### src/rtl/sim_sequencer.sv
// Run controller between the board switches/buttons and physics_engine: debounces and latches
// the scenario select, sequences LOAD -> RUN <-> PAUSE and produces rate-divided step pulses.
module sim_sequencer #(
    parameter int DEBOUNCE    = 1_620_000,
    parameter int LOAD_CYCLES = 16,
    parameter int STEP_DIV    = 2_700_000
) (
    input  logic        clock_162,
    input  logic        rst,
    input  logic [15:0] sel_raw,
    input  logic        pause_btn,
    input  logic        step_btn,
    input  logic        collision,
    output logic [15:0] sel_latched,
    output logic        load,
    output logic        step_en,
    output logic [1:0]  state,
    output logic [7:0]  collision_count
);
    localparam int DW = (DEBOUNCE > 1) ? $clog2(DEBOUNCE) : 1;
    localparam int LW = (LOAD_CYCLES > 1) ? $clog2(LOAD_CYCLES) : 1;
    localparam int VW = (STEP_DIV > 1) ? $clog2(STEP_DIV) : 1;

    localparam logic [DW-1:0] DMAX = DW'(DEBOUNCE - 1);
    localparam logic [LW-1:0] LMAX = LW'(LOAD_CYCLES - 1);
    localparam logic [VW-1:0] VMAX = VW'(STEP_DIV - 1);

    localparam logic [1:0] ST_LOAD  = 2'd0;
    localparam logic [1:0] ST_RUN   = 2'd1;
    localparam logic [1:0] ST_PAUSE = 2'd2;

    logic [1:0]    state_reg, state_next;
    logic          load_reg, load_next;
    logic          step_en_reg, step_en_next;
    logic [15:0]   sel_latched_reg, sel_latched_next;
    logic [7:0]    coll_cnt_reg, coll_cnt_next;
    logic [15:0]   cand_reg, cand_next;
    logic [DW-1:0] dcnt_reg, dcnt_next;
    logic [LW-1:0] lcnt_reg, lcnt_next;
    logic [VW-1:0] div_reg, div_next;

    // Bit 0 = pause, bit 1 = step, bit 2 = collision
    logic [2:0] btn_cur, btn_prev_reg, btn_edge;
    logic       pause_edge, step_edge, coll_edge;
    logic       sel_accept;

    assign btn_cur = {collision, step_btn, pause_btn};

    generate
        for (genvar gi = 0; gi < 3; gi++) begin : g_edge
            assign btn_edge[gi] = btn_cur[gi] & ~btn_prev_reg[gi];
        end
    endgenerate

    assign pause_edge = btn_edge[0];
    assign step_edge  = btn_edge[1];
    assign coll_edge  = btn_edge[2];

    // A value must be seen unchanged for DEBOUNCE consecutive edges, and differ from the
    // current scenario, before it triggers a reload.
    assign sel_accept = (sel_raw == cand_reg) && (dcnt_reg == DMAX) &&
                        (cand_reg != sel_latched_reg);

    always_comb begin
        state_next       = state_reg;
        load_next        = load_reg;
        step_en_next     = 1'b0;
        sel_latched_next = sel_latched_reg;
        coll_cnt_next    = coll_cnt_reg;
        cand_next        = cand_reg;
        dcnt_next        = dcnt_reg;
        lcnt_next        = lcnt_reg;
        div_next         = div_reg;

        if (sel_raw != cand_reg) begin
            cand_next = sel_raw;
            dcnt_next = '0;
        end else if (dcnt_reg != DMAX) begin
            dcnt_next = dcnt_reg + DW'(1);
        end

        if (sel_accept) begin
            sel_latched_next = cand_reg;
            state_next       = ST_LOAD;
            load_next        = 1'b1;
            lcnt_next        = '0;
            div_next         = '0;
            coll_cnt_next    = '0;
        end else begin
            case (state_reg)
                ST_LOAD: begin
                    coll_cnt_next = '0;
                    load_next     = 1'b1;
                    if (lcnt_reg == LMAX) begin
                        state_next = ST_RUN;
                        load_next  = 1'b0;
                        div_next   = '0;
                    end else begin
                        lcnt_next = lcnt_reg + LW'(1);
                    end
                end
                ST_RUN: begin
                    if (pause_edge) begin
                        state_next = ST_PAUSE;
                        div_next   = '0;
                    end else if (div_reg == VMAX) begin
                        div_next     = '0;
                        step_en_next = 1'b1;
                    end else begin
                        div_next = div_reg + VW'(1);
                    end
                end
                ST_PAUSE: begin
                    div_next = '0;
                    if (pause_edge) begin
                        state_next = ST_RUN;
                    end else if (step_edge) begin
                        step_en_next = 1'b1;
                    end
                end
                default: begin
                    state_next = ST_LOAD;
                    load_next  = 1'b1;
                    lcnt_next  = '0;
                end
            endcase

            if ((state_reg == ST_RUN || state_reg == ST_PAUSE) && coll_edge &&
                coll_cnt_reg != 8'hFF) begin
                coll_cnt_next = coll_cnt_reg + 8'd1;
            end
        end
    end

    always_ff @(posedge clock_162) begin
        if (rst) begin
            state_reg       <= ST_LOAD;
            load_reg        <= 1'b1;
            step_en_reg     <= 1'b0;
            sel_latched_reg <= '0;
            coll_cnt_reg    <= '0;
            cand_reg        <= '0;
            dcnt_reg        <= '0;
            lcnt_reg        <= '0;
            div_reg         <= '0;
            btn_prev_reg    <= '0;
        end else begin
            state_reg       <= state_next;
            load_reg        <= load_next;
            step_en_reg     <= step_en_next;
            sel_latched_reg <= sel_latched_next;
            coll_cnt_reg    <= coll_cnt_next;
            cand_reg        <= cand_next;
            dcnt_reg        <= dcnt_next;
            lcnt_reg        <= lcnt_next;
            div_reg         <= div_next;
            btn_prev_reg    <= btn_cur;
        end
    end

    assign state           = state_reg;
    assign load            = load_reg;
    assign step_en         = step_en_reg;
    assign sel_latched     = sel_latched_reg;
    assign collision_count = coll_cnt_reg;

endmodule

### config.mk
export PLATFORM = sky130hd
export DESIGN_NAME = sim_sequencer
export DESIGN_NICKNAME = d
export VERILOG_FILES = /design/src/rtl/sim_sequencer.sv
export SDC_FILE = /design/constraint.sdc
export NUM_CORES = 1
export LEC_CHECK = 0
export CAP_MARGIN = 0
export CORE_MARGIN = 4
export CORE_UTILIZATION = 56
export DETAILED_ROUTE_END_ITERATION = 8
export PLACE_DENSITY = 0.85
export SLEW_MARGIN = 20
export SYNTH_ARGS = -nofsm -noshare
export SYNTH_HDL_FRONTEND = slang
export SYNTH_SLANG_ARGS = --single-unit
### constraint.sdc
create_clock -name clock_162 -period 3.1 [get_ports clock_162]
set_clock_uncertainty 0.2 [all_clocks]
set_input_delay 0.62 -clock clock_162 [delete_from_list [all_inputs] [get_ports clock_162]]
set_output_delay 0.62 -clock clock_162 [all_outputs]
set_load 0.1 [all_outputs]
==> flow_summary_export.csv, run 1 <==
group,metric,value,unit
finish,largest_register_ffs,22,
power,power_density,466.0,nW/um^2
finish,antenna_cells,0,
worst_setup_path,path_delay_family,"simple AND/OR/NAND/NOR gates",
outcome,status,"complete, no violations",
clocking,cts_resized,0,
sta,tns,0,ns
floorplan,die_w,97.41,um
worst_hold_path,hp-start,"div_reg[1]",
worst_hold_path,hold_path_class,"flip-flop to flip-flop",
clocking,clk_transition_reported_paths,0.10,ns
clocking,cts-root-buf,"clkbuf_8",
worst_setup_path,crit_buf_inv,1,
yosys,synthXorXnorAreaFrac,0.1233,
floorplan,start_util,0.5764,
route,met2_length,4892,um
worst_setup_path,cpPeakStageDelay,0.51,ns
route,wirelength,9880,um
finish,drive_gt1_frac,0.1068,
sta,period_needed,2.623,ns
yosys,synth_mux_area_frac,0.006987,
finish,fillerInstances,636,
sta,setup_slack,0.4770,ns
floorplan,pin_count,49,
route,wl_per_cell,14.88,um
sta,relSlewSlack,0.6178,
global_route,grt-ovfl-total,0,
finish,fin_area,5187,um^2
yosys,async_reset_ff_frac,0,
route,dr_wl_met3,467,um
yosys,yosys_warnings,0,
place,place_congestion,0.7791,
route,drtAntennaViolNets,0,
clocking,cts_hold_buffers,0,
clocking,clk_path_buf_depth,2,
sta,worstMarginPinSlew,0.5659,ns
worst_setup_path,timing.rr.end,"sel_latched[7]",
yosys,ys_seq_area_frac,0.4203,
yosys,synth-simple-area-share,0.2764,
sta,drv_slew,0,
clocking,cts_setup_buffers,0,
worst_hold_path,worstHoldEndpoint,"div_reg[1]",
floorplan,die_h,97.41,um
global_route,grt_pass1_vias,3703,
worst_setup_path,startpoint_type,"flip-flop",
worst_setup_path,crit_type,"flip-flop to flip-flop",
yosys,mappedNetlistArea,4477,um^2
clocking,insertion_delay,0.37,ns
clocking,cts_made_buffers,9,
yosys,synthAdderAreaFrac,0.01956,
yosys,ys_types,43,
worst_setup_path,cp.depth,6,
worst_setup_path,rrSetupSlack,0.48,ns
yosys,synth_flop_cell,"dfxtp_1",
worst_setup_path,r2r_cells,6,
floorplan,die_area,9489,um^2
global_route,grt_pass1_wl,16790,um
yosys,synth_edf_count,0,
worst_hold_path,whs_path_depth,2,
finish,syn_to_final_growth,15.87,%
route,drtIter0Drc,211,
yosys,syn_avg_cell_area,8.761,um^2
power,vdd_ir_drop_max,0.2761,mV
floorplan,core_area,7767,um^2
worst_setup_path,r2r_start,"dcnt_reg[7]",
flow_run,cap_violations,0,
yosys,synth_seq_cells,94,
route,drc,0,
sta,finalCritPeriodShare,0.8461,
worst_setup_path,crit_fanout,17,
worst_setup_path,critPathSlowestCell,"or4_1",
clocking,cts_tree,"done",
sta,setup_violations,0,
worst_setup_path,cp.arrival,2.67,ns
clocking,htreeDepth,3,
worst_setup_path,endpoint_kind,"flip-flop",
yosys,syn_inst,511,
yosys,synth_compound_area_frac,0.1188,
sta,max_freq,381.2,MHz
route,num_vias,3922,
power,p_leak,1.893,nW
floorplan,num_rows,32,
place,pre_cts_ws,0.2465,ns
route,drtPass1Iterations,6,
finish,nets,585,
worst_setup_path,cp.required,3.14,ns
route,drt-met1-wl,4349,um
route,vias_per_cell,5.907,
global_route,grt_max_degree,39,
clocking,clock-sinks,94,
place,dp_hpwl,6881,um
worst_setup_path,cpMostUsedCell,"or4_1",
yosys,synth_top_family_by_area,"simple AND/OR/NAND/NOR gates",
route,routed.top_layer,"met4",
yosys,synth_nets,539,
place,post_dp_cell_area,5001,um^2
sta,rsz0062_at_grt,"no",
global_route,grt_antenna_before_repair,0,
global_route,track_usage,0.2078,
sta,hold_viol_final,0,
place,numPortBuffers,48,
worst_setup_path,path_cells,"or4_1 > or4_1 > or3_4 > buf_4 > o31ai_1 > a21oi_1",
## layout by cell type, fill, tap and decap left out, types with 6 or more instances in the layout
master / count
dfxtp_1: 94
xor2_1: 42
nor2_1: 41
buf_4: 39
a21oi_1: 38
nand2_1: 33
nand4_1: 29
nor3_1: 27
nor2b_1: 22
xnor2_1: 21
clkdlybuf4s50_1: 20
nand3_1: 19
o31ai_1: 18
and4_1: 12
nor4_1: 12
inv_1: 9
and3_1: 9
clkbuf_8: 9
ha_1: 7
o21ai_0: 6
## layer usage
metal | up-vias | global-route usage
li1 | 1942 | -
met1 | 1846 | 0.2630
met2 | 118 | 0.3579
met3 | 16 | 0.02800
met4 | 0 | 0.07987
met5 | - | 0
## power breakdown
group	internal, mW	total (mW)	switching (mW)
clock network	0.308	0.775	0.467
registers	1.24	1.28	0.0355
logic	0.138	0.364	0.226
total	1.69	2.42	0.728
## cell usage after synthesis (17+ instances only)
library cell | n | area share
xnor2_1 | 21 | 0.041
a21oi_1 | 38 | 0.042
o31ai_1 | 18 | 0.030
nor3_1 | 28 | 0.031
nor2_1 | 41 | 0.034
nand4_1 | 29 | 0.041
xor2_1 | 42 | 0.082
nand3_1 | 19 | 0.021
clkbuf_1 | 17 | 0.014
nand2_1 | 33 | 0.028
nor2b_1 | 22 | 0.031
dfxtp_1 | 94 | 0.42
## cells by family after synthesis
group / Yosys count
buffers and inverters: 34
muxes: 3
and+or+nand+nor: 227
AOI/OAI and AO/OA: 83
xor gates and xnor gates: 63
adders and majority gates: 7
DFF: 94
## area by class of cell
cell class | count | area, um^2 | share of cell area
Clock inverter | 7 | 62.56 | 0.01206
Timing Repair Buffer | 60 | 513.0 | 0.09889
Multi-Input combinational cell | 383 | 2445 | 0.4713
Clock buffer | 9 | 123.9 | 0.02388
Inverter | 9 | 33.78 | 0.006512
Sequential cell | 94 | 1882 | 0.3628
Tap cell | 102 | 127.6 | 0.02460
## worst reg2reg max path, delay by kind of cell, from the launching register on
kind	cells	cell delay, ns
AND/OR/NAND/NOR	3	1.37
flip-flops	1	0.35
AO/OA/AOI/OAI	2	0.35
buffers and inverters	1	0.22
## metrics by stage
step           total power [mW]  cells  hold WS (ns)    util
2_1_floorplan             1.564    511        0.2466       -
3_3_place_gp              1.652    648        0.2596  0.6438
4_1_cts                   2.429    664        0.3005  0.6678
6_report                  2.417    664        0.2955  0.6678
3_5_place_dp              1.667    648        0.2871  0.6438
5_1_grt                   2.528    664        0.3144  0.6678
## worst max path at each step
stage                     end        start
3_3_place_gp      lcnt_reg[2]   sel_raw[2]
4_1_cts        sel_latched[7]  dcnt_reg[7]
6_report       sel_latched[7]  dcnt_reg[7]
5_1_grt           div_reg[21]     state[1]
3_5_place_dp   sel_latched[7]  sel_raw[12]
2_1_floorplan     div_reg[21]     state[0]
(Power assumes the default switching activity.)
==> run 2: changes to the inputs <==
clock period = 2.6 ns   (was 3.1 ns; I/O delays follow)
==> flow_summary_export.csv, run 2 (same netlist as run 1, synthesis figures left out) <==
group,metric,value,unit
clocking,insertion_delay,0.37,ns
sta,setup_slack,0.006875,ns
sta,setup_violations,0,
sta,drv_slew,0,
finish,largest_register_ffs,22,
finish,nets,596,
sta,max_freq,385.6,MHz
sta,worstMarginPinSlew,0.5889,ns
floorplan,die_h,97.41,um
worst_setup_path,cp.required,2.66,ns
route,wl_per_cell,15.59,um
finish,fillerInstances,629,
place,dp_hpwl,7139,um
clocking,clock-sinks,94,
sta,period_needed,2.593,ns
route,drtAntennaViolNets,0,
clocking,clk_transition_reported_paths,0.09,ns
global_route,grt_pass1_wl,17200,um
power,p_seq_frac,0.488,
place,pre_cts_ws,-0.2113,ns
worst_setup_path,crit_fanout,19,
power,p_leak,2.014,nW
power,power_density,576.5,nW/um^2
finish,final_common_cell,"dfxtp_1",
global_route,grt_antenna_before_repair,0,
floorplan,die_area,9489,um^2
power,swShare,0.2671,
finish,drive_gt1_frac,0.1606,
power,vdd_ir_drop_max,0.3299,mV
place,place_congestion,0.8312,
floorplan,num_rows,32,
worst_hold_path,hold_path_class,"flip-flop to flip-flop",
global_route,grt_pass1_vias,3804,
sta,relSlewSlack,0.6070,
global_route,grt_max_degree,39,
sta,rsz0062_at_grt,"yes",
route,drc,0,
global_route,grt-ovfl-total,0,
place,dp_cells,655,
global_route,track_usage,0.2162,
finish,fin_cells,675,
route,drtIter0Drc,185,
floorplan,start_util,0.5764,
worst_setup_path,cp.arrival,2.66,ns
worst_setup_path,crit_type,"flip-flop to flip-flop",
finish,syn_to_final_growth,21.27,%
flow_run,cap_violations,0,
floorplan,core_area,7767,um^2
finish,layout_common_cells,"76 x dfxtp_1, 45 x buf_4, 42 x xor2_1",
route,wirelength,10530,um
floorplan,pin_count,49,
power,p_switching,0.8360,mW
clocking,cts_tree,"done",
clocking,clk_path_buf_depth,2,
sta,hold_viol_final,0,
floorplan,die_w,97.41,um
worst_setup_path,endpoint_kind,"flip-flop",
finish,final_util,0.6989,
route,vias_per_cell,5.911,
route,drtPass1Iterations,5,
power,p_int,2.294,mW
place,numPortBuffers,48,
clocking,htreeDepth,3,
finish,antenna_cells,0,
power,p_clk_frac,0.365,
clocking,cts_made_buffers,9,
power,p_comb_frac,0.147,
worst_setup_path,startpoint_type,"flip-flop",
outcome,status,"complete, no violations",
sta,finalCritPeriodShare,0.9974,
clocking,cts-root-buf,"clkbuf_8",
route,num_vias,3990,
run 2: layout make-up:
type | count | area [um^2] | share of cell area
clock inverters | 5 | 78.83 | 0.01452
well taps | 102 | 127.6 | 0.02351
flip-flops and latches | 94 | 1909 | 0.3517
inverters | 9 | 33.78 | 0.006223
clock buffers | 11 | 162.7 | 0.02996
multi-input cells | 383 | 2457 | 0.4526
repair buffers | 71 | 659.4 | 0.1215
run 2: final timing paths:
path,slack (ns),to,cells past startpoint,from
worst max-delay path,0.007,lcnt_reg[2],7,dcnt_reg[7]
worst min-delay path,0.29,sel_latched[15],2,sel_latched[15]
worst max register to register,0.007,lcnt_reg[2],7,dcnt_reg[7]
worst min register to register,0.29,sel_latched[15],2,sel_latched[15]
run 2: power by group through the flow:
| stage | sequential (mW) | combinational [mW] | clock (mW) |
|---|---|---|---|
| 2_1_floorplan | 1.61 | 0.263 | 0 |
| 3_3_place_gp | 1.56 | 0.432 | 0 |
| 3_5_place_dp | 1.56 | 0.443 | 0 |
| 4_1_cts | 1.53 | 0.446 | 1.16 |
| 5_1_grt | 1.53 | 0.516 | 1.22 |
| 6_report | 1.53 | 0.462 | 1.14 |
run 2: timing repair:
item                                    CTS  global route
resized for setup                         1             3
cloned                                    0             2
hold buffers                              0             0
endpoints found under the setup margin    1            16
buffers inserted                          0             2
run 2: layer usage:
metal / vias to the layer above / track usage / share of wire
li1: 1960 / - / -
met1: 1875 / 0.2634 / 0.43
met2: 129 / 0.3690 / 0.49
met3: 26 / 0.04164 / 0.049
met4: 0 / 0.09585 / 0.024
met5: - / 0 / 0
run 2: per-stage QoR:
| stage | hold WS (ns) | setup TNS, ns | power [mW] | instance area [um^2] |
|---|---|---|---|---|
| after floorplan | 0.2466 | 0 | 1.868 | 4504 |
| after global placement | 0.2602 | -4.347 | 1.987 | 5106 |
| after detailed placement | 0.2752 | -8.670 | 2.001 | 5106 |
| after CTS | 0.2877 | 0 | 3.127 | 5351 |
| after global routing | 0.3096 | -0.8705 | 3.265 | 5429 |
| final | 0.2856 | 0 | 3.130 | 5429 |
run 2: critical path: stages, from the launching register on:
cell and delay [ns]:
dfxtp_1 0.32, or4_1 0.53, or4_4 0.44, or3_4 0.38, o31ai_4 0.22, buf_4 0.17
clkbuf_16 0.17, nor3_1 0.06
==> run 3: changes to the inputs <==
CORE_UTILIZATION = 58   (was 56)
PLACE_DENSITY = 0.88   (was 0.85)
clock period = 3.2 ns   (was 2.6 ns; I/O delays follow)
==> flow_summary_export.csv, run 3 (same netlist as run 1, synthesis figures left out) <==
group,metric,value,unit
worst_setup_path,startpoint_type,"flip-flop",
finish,fillerInstances,549,
sta,drv_slew,0,
worst_hold_path,hold_path_class,"flip-flop to flip-flop",
finish,fin_cells,660,
finish,antenna_cells,0,
clocking,insertion_delay,0.36,ns
route,drtIter0Drc,191,
sta,setup_slack,0.4608,ns
clocking,cts-root-buf,"clkbuf_8",
global_route,grt-ovfl-total,0,
route,wl_per_cell,15.64,um
worst_setup_path,crit_fanout,38,
floorplan,num_rows,31,
sta,tns,0,ns
finish,layout_common_cells,"94 x dfxtp_1, 42 x xor2_1, 41 x nor2_1",
worst_setup_path,endpoint_kind,"flip-flop",
finish,register_area,1882,um^2
power,p_int,1.863,mW
power,p_comb_frac,0.139,
sta,finalCritPeriodShare,0.8560,
power,vdd_ir_drop_max,0.2605,mV
clocking,cts_tree,"done",
finish,final_common_cell,"dfxtp_1",
clocking,htreeDepth,3,
global_route,grt_max_degree,39,
power,p_switching,0.6885,mW
sta,hold_viol_final,0,
sta,setup_violations,0,
clocking,cts_hold_buffers,0,
route,vias_per_cell,6.067,
floorplan,start_util,0.6075,
floorplan,die_h,95.86,um
flow_run,cap_violations,0,
sta,relSlewSlack,0.5867,
place,dp_hpwl,6997,um
global_route,track_usage,0.2336,
sta,worstMarginPinSlew,0.6119,ns
route,drtAntennaViolNets,0,
power,swShare,0.2699,
floorplan,pin_count,49,
clocking,clk_path_buf_depth,2,
place,numPortBuffers,48,
clocking,cts_resized,0,
floorplan,die_w,95.86,um
outcome,status,"complete, no violations",
power,power_density,487.5,nW/um^2
route,drc,0,
global_route,grt_pass1_vias,3855,
worst_setup_path,cp.required,3.30,ns
finish,largest_register_ffs,22,
sta,period_needed,2.739,ns
place,place_congestion,0.8455,
power,p_clk_frac,0.375,
route,wirelength,10330,um
finish,syn_to_final_growth,16.91,%
clocking,clk_transition_reported_paths,0.09,ns
floorplan,die_area,9188,um^2
worst_setup_path,cp.arrival,2.84,ns
route,drtPass1Iterations,5,
worst_setup_path,crit_type,"flip-flop to flip-flop",
finish,drive_gt1_frac,0.1052,
place,pre_cts_ws,0.3323,ns
route,num_vias,4004,
floorplan,core_area,7370,um^2
global_route,grt_pass1_wl,17220,um
global_route,grt_antenna_before_repair,0,
power,p_leak,1.922,nW
clocking,cts_made_buffers,9,
clocking,clock-sinks,94,
clocking,cts_setup_buffers,0,
finish,nets,584,
power,p_seq_frac,0.486,
finish,multiInputGateArea,2445,um^2
sta,rsz0062_at_grt,"no",
place,dp_cells,644,
sta,max_freq,365.1,MHz
run 3: cell types whose count changed in the layout (fill, tap and decap cells not counted), sizes merged:
cell    delta
buf       -10
inv        +2
clkinv     -1
clkbuf     -4
bufinv     +1
run 3: per-stage QoR:
step | cell area (um^2) | utilization | hold WS, ns | total power [mW]
final | 5234 | 0.7102 | 0.2812 | 2.551
after global routing | 5234 | 0.7102 | 0.3177 | 2.648
after CTS | 5234 | 0.7102 | 0.2845 | 2.552
after detailed placement | 4990 | 0.6771 | 0.2719 | 1.616
after global placement | 4990 | 0.6771 | 0.2624 | 1.601
after floorplan | 4477 | - | 0.2466 | 1.515
run 3: final cells by class:
| type | instances | area share |
|---|---|---|
| multi-input combinational | 383 | 0.4671 |
| sequential | 94 | 0.3595 |
| timing repair buffer | 59 | 0.09658 |
| inverter | 9 | 0.006455 |
| clock buffer | 9 | 0.02367 |
| tap | 99 | 0.02367 |
| clock inverter | 7 | 0.02295 |
run 3: critical path: stages, from the launching register on:
cell	delay, ns
dfxtp_1	0.36
or4_1	0.54
or4_1	0.45
or3_4	0.49
o31ai_4	0.26
buf_12	0.23
nand2b_1	0.13
run 3: power by group through the flow:
stage               sequential (mW)  combinational, mW  clock, mW
floorplan                      1.30              0.214          0
CTS                            1.24              0.353      0.961
global placement               1.26              0.340          0
detailed placement             1.27              0.351          0
finish                         1.24              0.354      0.958
global route                   1.24              0.393       1.01
run 3: final timing paths:
check                                 start    endpoint  slack, ns  cells past startpoint
worst min-delay path             div_reg[1]  div_reg[1]       0.28                      2
worst max-delay path            dcnt_reg[7]        load       0.46                      6
worst min register to register   div_reg[1]  div_reg[1]       0.28                      2
worst max register to register  dcnt_reg[7]        load       0.46                      6
run 3: per-layer routing:
layer,vias up,wire [um],GRT usage
met5,-,0,0
met4,0,221,0.1137
met3,22,522,0.03909
met2,136,5149,0.4047
met1,1905,4432,0.2792
li1,1941,-,-
